==> config.mk <==
export PLATFORM = sky130hd
export DESIGN_NAME = seq_control
export DESIGN_NICKNAME = d
export VERILOG_FILES = /design/src/rtl/seq_control.sv
export SDC_FILE = /design/constraint.sdc
export NUM_CORES = 1
export LEC_CHECK = 0
export ABC_AREA = 1
export CAP_MARGIN = 5
export CELL_PAD_IN_SITES_DETAIL_PLACEMENT = 1
export CELL_PAD_IN_SITES_GLOBAL_PLACEMENT = 1
export CORE_MARGIN = 4
export CORE_UTILIZATION = 42
export DETAILED_ROUTE_END_ITERATION = 7
export GPL_TIMING_DRIVEN = 0
export PLACE_DENSITY = 0.87
export SYNTH_ARGS = -nofsm -noshare
export SYNTH_HDL_FRONTEND = slang
export SYNTH_SLANG_ARGS = --single-unit
==> constraint.sdc <==
create_clock -name inputClk -period 1.7 [get_ports inputClk]
set_input_delay 0.34 -clock inputClk [delete_from_list [all_inputs] [get_ports inputClk]]
set_output_delay 0.34 -clock inputClk [all_outputs]
set_load 0.05 [all_outputs]
==> src/rtl/seq_control.sv <==
// Timed Gray-code sequencer for the B1:B0 lamp/actuator pair.
// A start in idle launches a run of NSTEPS codes, each held for DWELL cycles.
// Stop aborts the run without a done pulse. Every output is a flop.
module seq_control #(
    parameter int unsigned DWELL  = 3,  // cycles per code, 1..255
    parameter int unsigned NSTEPS = 8   // codes per run, 1..255
) (
    input  logic inputClk,
    input  logic inputReset,
    input  logic inputStart,
    input  logic inputStop,
    input  logic inputDir,
    output logic outputB0,
    output logic outputB1,
    output logic outputBusy,
    output logic outputDone
);

    typedef enum logic [1:0] {
        StIdle,
        StRun,
        StDone
    } state_t;

    localparam logic [7:0] DwellLast = 8'(DWELL - 1);
    localparam logic [7:0] StepLast  = 8'(NSTEPS);

    state_t     state;
    logic [1:0] code;
    logic [7:0] dwellCnt;
    logic [7:0] stepCnt;
    logic       dirLatched;

    // Gray successor: forward 01->11->10->00, reverse 10->11->01->00.
    function automatic logic [1:0] nextCode(input logic [1:0] cur, input logic fwd);
        logic [1:0] nxt;
        nxt = 2'b00;
        if (fwd) begin
            unique case (cur)
                2'b01:   nxt = 2'b11;
                2'b11:   nxt = 2'b10;
                2'b10:   nxt = 2'b00;
                default: nxt = 2'b01;
            endcase
        end else begin
            unique case (cur)
                2'b10:   nxt = 2'b11;
                2'b11:   nxt = 2'b01;
                2'b01:   nxt = 2'b00;
                default: nxt = 2'b10;
            endcase
        end
        return nxt;
    endfunction

    // FSM, counters and registered outputs; reset takes priority over everything.
    always_ff @(posedge inputClk) begin
        if (!inputReset) begin
            state      <= StIdle;
            code       <= 2'b00;
            dwellCnt   <= 8'd0;
            stepCnt    <= 8'd0;
            dirLatched <= 1'b1;
            outputB0   <= 1'b0;
            outputB1   <= 1'b0;
            outputBusy <= 1'b0;
            outputDone <= 1'b0;
        end else begin
            case (state)
                StIdle: begin
                    // Stop is deliberately not looked at here.
                    if (inputStart) begin
                        state      <= StRun;
                        dirLatched <= inputDir;
                        code       <= inputDir ? 2'b01 : 2'b10;
                        dwellCnt   <= DwellLast;
                        stepCnt    <= 8'd1;
                        outputB1   <= ~inputDir;
                        outputB0   <= inputDir;
                        outputBusy <= 1'b1;
                    end else begin
                        outputB1   <= 1'b0;
                        outputB0   <= 1'b0;
                        outputBusy <= 1'b0;
                    end
                    outputDone <= 1'b0;
                end

                StRun: begin
                    if (inputStop) begin
                        state      <= StIdle;
                        code       <= 2'b00;
                        outputB1   <= 1'b0;
                        outputB0   <= 1'b0;
                        outputBusy <= 1'b0;
                    end else if (dwellCnt != 8'd0) begin
                        dwellCnt <= dwellCnt - 8'd1;
                    end else if (stepCnt == StepLast) begin
                        // Last code stays on the pins during the done cycle.
                        state      <= StDone;
                        outputBusy <= 1'b0;
                        outputDone <= 1'b1;
                    end else begin
                        code     <= nextCode(code, dirLatched);
                        {outputB1, outputB0} <= nextCode(code, dirLatched);
                        dwellCnt <= DwellLast;
                        stepCnt  <= stepCnt + 8'd1;
                    end
                end

                StDone: begin
                    state      <= StIdle;
                    code       <= 2'b00;
                    outputB1   <= 1'b0;
                    outputB0   <= 1'b0;
                    outputBusy <= 1'b0;
                    outputDone <= 1'b0;
                end

                default: begin
                    state      <= StIdle;
                    code       <= 2'b00;
                    outputB1   <= 1'b0;
                    outputB0   <= 1'b0;
                    outputBusy <= 1'b0;
                    outputDone <= 1'b0;
                end
            endcase
        end
    end

endmodule

# == After elaboration in Yosys (flattened, before gate mapping) ==
# Index checks and enable logic that the tools add are counted.
# W data, S select, Z words.
# word_totals
output_inout_bits,4
regBits,25
wordCells,78
in_bits,5
# classes
n_bitwise,3
n_reduce_logical,12
eq_ne,13
addsub,2
mux,39
# op_table
cell,count
$mux W8,8
$pmux W8 S2,2
$mux W2,10
$mux W1,12
$ne A3 B3 Y1 const B,4
$pmux W2 S3,2
$reduce_and A3 Y1,3
$add A8 B1 Y8 const B,1
$eq A8 B4 Y1 const B,1
$ne A2 B2 Y1 const B,4
$pmux W2 S2,2
$reduce_and A2 Y1,4
$reduce_bool A8 Y1,1
$sub A8 B1 Y8 const B,1
$pmux W1 S2,3
$reduce_and A5 Y1,1
$eq A2 B1 Y1 const B,2
$eq A2 B2 Y1 const B,2
$reduce_and A4 Y1,1
$not A1 Y1,3
$logic_not A2 Y1,1
$reduce_bool A2 Y1,1

# == Longest topological paths before layout ==
# depth
depth_word,7
depth_mapped,11
depth_no_buf,11

# == Worst setup path after synthesis ==
# No wires, ideal clock.
# synth_path
path_type,input-to-reg
from,in dwellCnt[0]
to,reg stepCnt[1]
stages,10
slack_ns,0.344
t_arrival_ns,1.226
setup_ns,0.130
path_buffers,0
required_ns,1.570
path_cell_list,dfxtp_1 inv_1 ha_1 nand2_2 o21ai_4 nand3_4 inv_4 nand2_1 nand2_1 nor2_1
# synth_via
elab_chain_len,3
# synth_rtl
item,line,text
start: declaration,30,logic [7:0] dwellCnt;
$reduce_bool A8 Y1,96,end else if (dwellCnt != 8'd0) begin
$ne A2 B2 Y1 (no line),--,
$reduce_and A5 Y1 (no line),--,
end signal: assignment,107,stepCnt <= stepCnt + 8'd1;
end: declaration,31,logic [7:0] stepCnt;
# Every way passes these cells.
# A chain may end at the register's enable or synchronous reset.

# == Worst setup path in the final report ==
# layout_path
from,in dwellCnt[0]
to,reg stepCnt[0]
# The elaborated chain is that of the path after synthesis.

==> impl_metrics.tcl <==
set metrics [dict create \
    hold_viol 0 \
    dp_cells 278 \
    worstPathRequired_ps 1880 \
    firstDrtPassIters 4 \
    final.min_clock_period_ps 1630 \
    wire_per_inst_um 12.9 \
    yosysSeqAreaShare 0.324 \
    layout_common_cells "nand2_1 (64), inv_1 (26), nor2_1 (26), dfxtp_1 (25), nand3_1 (13)" \
    cts.sink_count 25 \
    initial_core_util 0.448 \
    start_kind "flop" \
    clockRootBuffer "clkbuf_8" \
    cp_max_fo 8 \
    drt-met1-wl_um 1730 \
    grt_first_pass_wirelength_um 6350 \
    yosysWarningCount 0 \
    grt_max_degree 15 \
    place_ws_ps -41.3 \
    grtUsageTotal 0.182 \
    critPathMaxStageDelay_ps 330 \
    drive_gt1_frac 0.159 \
    fillerInstances 467 \
    syn_avg_cell_area_um2 6.86 \
    dr.first_iter.drc_count 36 \
    synthTopCellsByArea "dfxtp_1 (32%), nand2_1 (16%), inv_1 (6.6%), nor2_1 (6.3%), nand3_1 (4.2%)" \
    rsz0062_at_grt "no" \
    syn-num-nets 234 \
    syn_inst 225 \
    remaining_drc_errors 0 \
    dr_wl_met2_um 1790 \
    slew_headroom 0.608 \
    insertedDiodeCount 0 \
    gp_congestion 0.828 \
    synth_cell_types 27 \
    fmax_ghz 0.614 \
    antenna_found_initial 0 \
    io_buffers 7 \
    min-delay-path-class "in2reg" \
    coreArea_mm2 0.00344 \
    ant_nets 0 \
    worst_pin_slew_ps 588 \
    powerDensity_mw_per_mm2 813 \
    clk_latency_ps 280 \
    clk_pin_slew_ps 90 \
    grt_pass1_vias 1426 \
    die_area_mm2 0.00471 \
    nets 249 \
    route.met3.wl_um 56 \
    htreeDepth 1 \
    wl_um 3670 \
    cap_violations 0 \
    ioPinCount 9 \
    die_h_um 68.6 \
    syn_to_final_growth_pct 12.4 \
    grt.overflow.total 0 \
    skew_ps 1.55 \
    routed.top_layer "met4" \
    leakagePower_nw 0.761 \
    worst_path_max_delay_cell "dfxtp_1" \
    synth-seq-cells 25 \
    cts_max_path_buffers 2 \
    stdcell_count 285 \
    final_max_slew_viol_count 0 \
    cts_tree "yes" \
    num_vias 1408 \
    cts_made_buffers 3 \
    vias_per_cell 4.94 \
    yosysTopAreaCellShare 0.324 \
    endpoint_kind "flop" \
    rows 21 \
    finalSetupViolCount 0 \
    syn_area_mm2 0.00154 \
    critical_path.cell_chain "inv_1 > ha_1 > nand2_2 > o21ai_4 > nand3_4 > buf_4 > nor3_1 > nor2_1" \
    worst-setup-path-type "reg2reg" \
    synthDominantAreaCellType "dfxtp_1" \
    fin_ws_ps 72.3 \
    cts_hold_buf 0 \
    outcome "finished, final reports clean" \
    layout_commonest_cell "nand2_1" \
    ir_drop_mv 0.465 \
    die_w_um 68.6 \
    finalCritPeriodShare 0.957 \
    dp_hpwl_um 2740 \
    timing.critical_path.arrival_ps 1800 \
]
[metrics by stage]
step / area (um^2) / power (mW) / TNS (ps) / hold slack [ps] / util
after floorplan: 1540 / 0.954 / 0 / 442 / -
after global placement: 1670 / 1.03 / -17.8 / 452 / 0.485
after detailed placement: 1670 / 1.04 / -62.7 / 456 / 0.485
after CTS: 1710 / 1.41 / 0 / 443 / 0.497
after global routing: 1730 / 1.50 / 0 / 474 / 0.504
final: 1730 / 1.41 / 0 / 441 / 0.504
[critical path: cells and delay by family (launching register included)]
family	cells	cell delay, ps
AO/OA/AOI/OAI	1	230
adder cells (fa/ha/maj)	1	190
AND/OR/NAND/NOR	4	480
flip-flops	1	330
buffers and inverters	2	310
[logic make-up after synthesis]
kind of cell | after synthesis | synth area share
buf+inv | 34 | 0.0892
xor+xnor | 5 | 0.0284
simple gates | 136 | 0.439
flops | 25 | 0.324
fa+ha+maj | 4 | 0.0324
compound gates | 21 | 0.0868
[flip-flops by register name, indices dropped and copies added, names as in the netlist]
| register | flops |
|---|---|
| dwellCnt | 8 |
| stepCnt | 8 |
| code | 2 |
| state | 2 |
| dirLatched | 1 |
| outputB0 | 1 |
| outputB1 | 1 |
| outputBusy | 1 |
| outputDone | 1 |
[what timing repair did]
action	4_1_cts	5_1_grt
resized for setup	4	1
pin swaps	0	2
cloned	0	0
setup endpoints to repair	4	2
setup buffers	0	3
[report_power, final]
part           switching (mW)  total, mW  internal [mW]
registers              0.0294      0.649          0.620
clock network           0.203      0.368          0.165
logic                   0.256      0.392          0.136
[cell usage after synthesis]
library cell  count
clkbuf_1          2
nor3_1            8
dfxtp_1          25
xnor2_1           3
inv_2             3
nand3_1          13
a21oi_1          11
a21oi_2           3
o21a_1            2
ha_1              4
inv_4             1
xor2_1            2
nand3_4           1
nand2_2           8
nand3_2           1
o21ai_0           3
nor2_8            2
nand2_1          64
nor2_2            2
o22ai_1           1
nand4_1           4
nor2_1           26
nand2_4           4
buf_6             1
nor2_4            3
inv_1            27
o21ai_4           1
[worst paths after layout]
path,cells after the start,end,startpoint,slack [ps]
worst max-delay path,8,stepCnt[0]$_SDFFE_PN0P_,dwellCnt[0]$_SDFFE_PN0P_,70
worst min-delay path,2,dirLatched$_SDFFE_PN1P_,inputReset,440
worst max register to register,8,stepCnt[0]$_SDFFE_PN0P_,dwellCnt[0]$_SDFFE_PN0P_,70
worst min register to register,1,outputDone$_SDFFE_PN0P_,outputDone$_SDFFE_PN0P_,470
[routing by layer]
metal	global-route usage	vias to the layer above
met5	0	-
met4	0.0794	0
met3	0.0308	9
met2	0.315	14
met1	0.219	656
li1	-	729
[area by class of cell]
type	instances	area, um^2	share of cell area
inverters	31	119	0.0685
flip-flops and latches	25	500	0.289
well taps	46	57.6	0.0332
plain buffers	3	18.8	0.0108
repair buffers	10	87.6	0.0505
clock inverters	1	5.00	0.00289
multi-input cells	166	905	0.522
clock buffers	3	41.3	0.0238
Power figures use the tool's default switching activity.
